**src/rtl/branch_ctrl_pkg.sv**
```systemverilog
// Shared definitions for the branch controller:
// opcodes, condition codes, FSM states, flag bit positions.
package branch_ctrl_pkg;

    localparam logic [3:0] OP_B  = 4'hC;
    localparam logic [3:0] OP_BR = 4'hD;

    localparam logic [2:0] CC_NE = 3'd0;
    localparam logic [2:0] CC_EQ = 3'd1;
    localparam logic [2:0] CC_GT = 3'd2;
    localparam logic [2:0] CC_LT = 3'd3;
    localparam logic [2:0] CC_GE = 3'd4;
    localparam logic [2:0] CC_LE = 3'd5;
    localparam logic [2:0] CC_OV = 3'd6;
    localparam logic [2:0] CC_UN = 3'd7;

    localparam int FLAG_Z = 2;
    localparam int FLAG_V = 1;
    localparam int FLAG_N = 0;

    typedef enum logic [1:0] {
        ST_IDLE,
        ST_WAIT,
        ST_FLUSH
    } state_t;

    function automatic logic is_flag_writer(input logic [3:0] op);
        return op inside {4'h0, 4'h1, 4'h3, 4'h4, 4'h5, 4'h6};
    endfunction

    function automatic logic is_branch(input logic [3:0] op);
        return (op == OP_B) || (op == OP_BR);
    endfunction

endpackage

```
**src/rtl/branch_ctrl_cond_eval.sv**
```systemverilog
// Combinational branch condition evaluator:
// condition code x {z, v, n} -> taken.
module br_cond_eval
    import branch_ctrl_pkg::*;
(
    input  logic [2:0] cond,
    input  logic [2:0] flag,
    output logic       taken
);

    logic z;
    logic v;
    logic n;

    assign z = flag[FLAG_Z];
    assign v = flag[FLAG_V];
    assign n = flag[FLAG_N];

    // Decode the condition code against the current flags
    always_comb begin
        taken = 1'b0;
        unique case (cond)
            CC_NE: taken = !z;
            CC_EQ: taken = z;
            CC_GT: taken = !z && !n;
            CC_LT: taken = n;
            CC_GE: taken = z || !n;
            CC_LE: taken = z || n;
            CC_OV: taken = v;
            CC_UN: taken = 1'b1;
        endcase
    end

endmodule

```
**src/rtl/branch_ctrl.sv**
```systemverilog
// Branch resolution controller: tracks in-flight flag writers,
// stalls branches until flags are final, then flushes on taken.
module branch_ctrl
    import branch_ctrl_pkg::*;
#(
    parameter int FLAG_LAT     = 2,
    parameter int FLUSH_CYCLES = 1
) (
    input  logic       clk,
    input  logic       rst,
    input  logic       id_valid,
    input  logic [3:0] id_opcode,
    input  logic [2:0] id_cond,
    input  logic [2:0] flag,
    output logic       stall,
    output logic       br_taken,
    output logic       br_reg,
    output logic       flush
);

    state_t              state;
    state_t              next_state;
    logic [FLAG_LAT-1:0] trk;
    logic [FLAG_LAT-1:0] trk_next;
    logic [1:0]          cnt;
    logic                pending;
    logic                cond_taken;
    logic                is_br;
    logic                early;
    logic                load;

    br_cond_eval u_cond_eval (
        .cond  (id_cond),
        .flag  (flag),
        .taken (cond_taken)
    );

    assign pending = |trk;
    assign is_br   = id_valid & is_branch(id_opcode);
    assign early   = !pending || (id_cond == CC_UN);
    assign load    = id_valid & is_flag_writer(id_opcode)
                   & ~stall & ~flush;

    // Age in-flight flag writers one stage per edge
    always_comb begin
        trk_next    = trk << 1;
        trk_next[0] = load;
    end

    // State, tracker and flush counter registers
    always_ff @(posedge clk or negedge rst) begin
        if (!rst) begin
            state <= ST_IDLE;
            trk   <= '0;
            cnt   <= '0;
        end else begin
            state <= next_state;
            trk   <= trk_next;
            if (state != ST_FLUSH && next_state == ST_FLUSH)
                cnt <= 2'(FLUSH_CYCLES - 1);
            else if (state == ST_FLUSH && cnt != 2'd0)
                cnt <= cnt - 2'd1;
        end
    end

    // Next-state selection
    always_comb begin
        next_state = state;
        unique case (state)
            ST_IDLE: begin
                if (is_br) begin
                    if (!early)
                        next_state = ST_WAIT;
                    else if (cond_taken)
                        next_state = ST_FLUSH;
                end
            end
            ST_WAIT: begin
                if (!pending)
                    next_state = cond_taken ? ST_FLUSH : ST_IDLE;
            end
            ST_FLUSH: begin
                if (cnt == 2'd0)
                    next_state = ST_IDLE;
            end
            default: next_state = ST_IDLE;
        endcase
    end

    // Outputs; forced low while reset is held
    always_comb begin
        stall    = 1'b0;
        br_taken = 1'b0;
        br_reg   = 1'b0;
        flush    = 1'b0;
        if (rst) begin
            unique case (state)
                ST_IDLE: begin
                    if (is_br && early) begin
                        br_taken = cond_taken;
                        br_reg   = cond_taken && (id_opcode == OP_BR);
                    end else if (is_br) begin
                        stall = 1'b1;
                    end
                end
                ST_WAIT: begin
                    if (pending) begin
                        stall = 1'b1;
                    end else begin
                        br_taken = cond_taken;
                        br_reg   = cond_taken && (id_opcode == OP_BR);
                    end
                end
                ST_FLUSH: flush = 1'b1;
                default: ;
            endcase
        end
    end

endmodule
```
**config.mk**
```make
export PLATFORM = sky130hd
export DESIGN_NAME = branch_ctrl
export DESIGN_NICKNAME = d
export VERILOG_FILES = /design/src/rtl/branch_ctrl_pkg.sv /design/src/rtl/branch_ctrl_cond_eval.sv /design/src/rtl/branch_ctrl.sv
export SDC_FILE = /design/constraint.sdc
export NUM_CORES = 1
export LEC_CHECK = 0
export ABC_AREA = 1
export CAP_MARGIN = 25
export CELL_PAD_IN_SITES_DETAIL_PLACEMENT = 1
export CELL_PAD_IN_SITES_GLOBAL_PLACEMENT = 2
export CORE_ASPECT_RATIO = 1.4
export CORE_UTILIZATION = 21
export DETAILED_ROUTE_END_ITERATION = 16
export PLACE_DENSITY = 0.74
export SYNTH_ARGS = -nofsm -noshare
export SYNTH_HDL_FRONTEND = slang
export SYNTH_SLANG_ARGS = --single-unit
```
**constraint.sdc**
```tcl
create_clock -name clk -period 1.4 [get_ports clk]
set_input_delay 0.28 -clock clk [delete_from_list [all_inputs] [get_ports clk]]
set_output_delay 0.28 -clock clk [all_outputs]
set_load 0.02 [all_outputs]
```
==> out/qor.yml <==
layout.nets: 125
detail_route.iter0.violations: 5
via_per_inst: 4.46
grt_pass1_wl_mm: 2.32
coreArea_mm2: 0.00215
max-slew-margin-rel_pct: 86.4
fmaxAchievable_mhz: 582
setup.worst_path.end_class: "output pin"
wl_mm: 1.38
worst_skew_pair.late_latency_ns: 0.24
stdcell_count: 131
hold_viol_final: 0
final.fill_count: 293
dr_total_vias: 584
grt_start_max_net_pins: 7
clock_sink_count: 6
crit_path_leading_delay_family: "simple AND/OR/NAND/NOR gates"
global_route.usage.met2_pct: 25.3
synth.top_cell.area_share_pct: 31.4
crit_start: "state[1]$_DFF_PN0_"
critPathMaxFanout: 2
max-vdd-ir-drop_uv: 431
finalWorstPathRequiredPeriod_ns: 1.72
synth.largest_area_cell: "sky130_fd_sc_hd__dfrtp_1"
synth-edff-count: 0
rows: 20
total_power_uw: 679
cts_hold_fix_bufs: 0
crit_type: "flop to output pin"
net-switching-power_uw: 223
synthCells: 74
synth_ff_type: "sky130_fd_sc_hd__dfrtp_1"
worst_clock_skew_ns: 0.00248
fp.dieH_um: 58.5
postSynthAreaPerCell_um2: 6.46
crit_path_frequent_cell: "sky130_fd_sc_hd__nand2_1"
post-dp-hpwl_mm: 1.17
clkTransAtPathRegs_ns: 0.04
switching_share_pct: 32.9
run_status: "finished, violations left"
dpl.cell_count: 124
clock_power_share_pct: 22.4
worstMarginPinSlew_ns: 0.205
antenna_found_initial: 0
reg2reg_depth: 10
rsz0062_at_grt: "yes"
postLayoutCoreUtil_pct: 40.2
ys_top_cells_by_area: "sky130_fd_sc_hd__dfrtp_1 31%, sky130_fd_sc_hd__nand2_1 15%, sky130_fd_sc_hd__inv_1 11%"
critical_path.startpoint_type: "flop"
top_level_ports: 17
ys_seq_area_share_pct: 31.4
timing.final.crit_share_pct: 123
ant_nets: 0
top_post_synthesis_cells_by_count: "19 x sky130_fd_sc_hd__nand2_1, 14 x sky130_fd_sc_hd__inv_1, 7 x sky130_fd_sc_hd__nor2_1"
endpoint: "br_reg"
h_tree_level_count: 1
synth_most_common_cell: "sky130_fd_sc_hd__nand2_1"
synth-async-reset-ratio_pct: 100
top_usage_layer: "met2"
grt_use_met3_pct: 4.60
tritoncts_clock_tree: "done"
cts.path.max_buffers: 2
place_worst_setup_slack_ns: -0.964
final.setup.worst_slack_ns: -0.317
ratio_of_cells_with_drive_above_1_in_the_final_layout_pct: 37.6
drtPass1Iterations: 4
crit_path_cell_trace: "nor2_2 > nand2_1 > nor2_2 > nand2_1 > nand2_1 > nand2_1 > clkinv_2 > nand3_4 > nor2_4 > buf_6"
synth.net_count: 88
timing_max_transition_violations_final: 0
drc_errors: 0
grt_overflow_total: 0
via_count_of_the_first_global_routing_pass: 566
yosys.cell_types.count: 21
fp.dieArea_mm2: 0.00247
synthesis.yosys.warnings: 0
wl_per_cell_um: 10.5
synth-seq-cells: 6
reg2reg_from: "state[0]$_DFF_PN0_"
place.port_buffers: 16
clock_tree.root_cell: "sky130_fd_sc_hd__clkbuf_4"
timing.critical_path.slowest_cell_delay_ns: 0.39
failed_checks: "negative setup slack"
cap_viol_max_count: 0
comb_power_share_pct: 44.2
area_delta_synth_final_pct: 80.9
critical_path_required_ns: 1.12
gp_routability_congestion: 0.712
insertedDiodeCount: 0
critical_path_depth: 10
critical_path_buf_inv_count: 2
critical_path.slowest_cell: "sky130_fd_sc_hd__dfrtp_1"
synth.cell_area_um2: 478
r2r-end: "cnt[1]$_DFFE_PN0P_"
number_of_cts_inserted_buffers: 3
internal_power_uw: 455
critPathArrivalTime_ns: 1.44
power.static_leakage_uw: 0.000458
power_frac_seq_pct: 33.3
timing.reg2reg.setup_slack_ns: 0.06
setup-violations-final: 4
die-width_um: 42.3
grt.total_usage_pct: 12.4
hold_path.class: "input port to async pin"
cellPowerDensity_mw_per_mm2: 785
start_util_pct: 22.2
groute.layer.met1.usage_pct: 12.3
[stage by stage]
stage / area, um^2 / setup TNS (ns) / hold WS (ns)
finish: 865 / -0.884 / 0.210
global route: 865 / -1.39 / 0.231
CTS: 812 / -0.990 / 0.177
detailed placement: 756 / -4.29 / 0.361
global placement: 756 / -4.17 / 0.359
floorplan: 478 / 0 / -0.0156
[logic make-up (layout without fill, tap and decap cells)]
kind of cell	Yosys count	count (layout)	share of synthesized area (%)
AOI/OAI and AO/OA	8	8	9.68
xor gates and xnor gates	1	1	1.83
adders and majority gates	1	1	2.62
buffers and inverters	16	51	12.8
DFF	6	6	31.4
and+or+nand+nor	42	42	41.6
[state kept, by name, indices dropped and copies added (netlist names)]
register / flops
state: 2
trk: 2
cnt: 2
[placed cells by master, fill, tap and decap left out, types with 2 or more instances in the layout]
cell type / n
sky130_fd_sc_hd__a21oi_1: 2
sky130_fd_sc_hd__a21oi_2: 2
sky130_fd_sc_hd__buf_4: 13
sky130_fd_sc_hd__buf_6: 7
sky130_fd_sc_hd__clkbuf_4: 3
sky130_fd_sc_hd__clkdlybuf4s50_1: 2
sky130_fd_sc_hd__dfrtp_1: 6
sky130_fd_sc_hd__dlygate4sd2_1: 10
sky130_fd_sc_hd__inv_1: 12
sky130_fd_sc_hd__inv_2: 2
sky130_fd_sc_hd__nand2_1: 19
sky130_fd_sc_hd__nand3_1: 5
sky130_fd_sc_hd__nand4_1: 2
sky130_fd_sc_hd__nor2_1: 3
sky130_fd_sc_hd__nor2_2: 3
sky130_fd_sc_hd__nor2_4: 3
sky130_fd_sc_hd__o21ai_0: 2
[worst min path at each step]
| stage | from | end | slack, ns | cells past startpoint |
|---|---|---|---|---|
| 2_1_floorplan | rst | cnt[0]$_DFFE_PN0P_ | -0.02 | 0 |
| 3_3_place_gp | trk[0]$_DFF_PN0_ | trk[1]$_DFF_PN0_ | 0.36 | 0 |
| 3_5_place_dp | trk[0]$_DFF_PN0_ | trk[1]$_DFF_PN0_ | 0.36 | 0 |
| 4_1_cts | rst | state[0]$_DFF_PN0_ | 0.18 | 2 |
| 5_1_grt | rst | state[0]$_DFF_PN0_ | 0.23 | 2 |
| 6_report | rst | state[0]$_DFF_PN0_ | 0.21 | 2 |
[power groups by stage]
stage	Combinational [uW]	Clock (uW)	Sequential, uW
finish	300	152	226
floorplan	132	0	223
global route	336	173	229
detailed placement	249	0	228
CTS	282	160	227
global placement	241	0	225
[final cells by class]
class	instances	area (um^2)	area share [%]
tap	22	27.5	3.18
inverter	16	63.8	7.38
clock buffer	3	22.5	2.60
multi-input combinational	52	317	36.6
timing repair buffer	32	284	32.9
sequential	6	150	17.4
[layer usage]
metal  routed length, um  part of all wire (%)  vias up
li1                    -                     -      302
met5                   0                     0        -
met4                   0                     0        0
met1                 513                    37      273
met3                  45                   3.3        0
met2                 817                    59        9
[what timing repair did]
| action | 4_1_cts | 5_1_grt |
|---|---|---|
| setup endpoints to repair | 6 | 6 |
| setup buffers | 35 | 3 |
| gates resized for setup | 45 | 7 |
| pin swaps | 4 | 9 |
No activity file was read; power rests on OpenSTA's default activity.
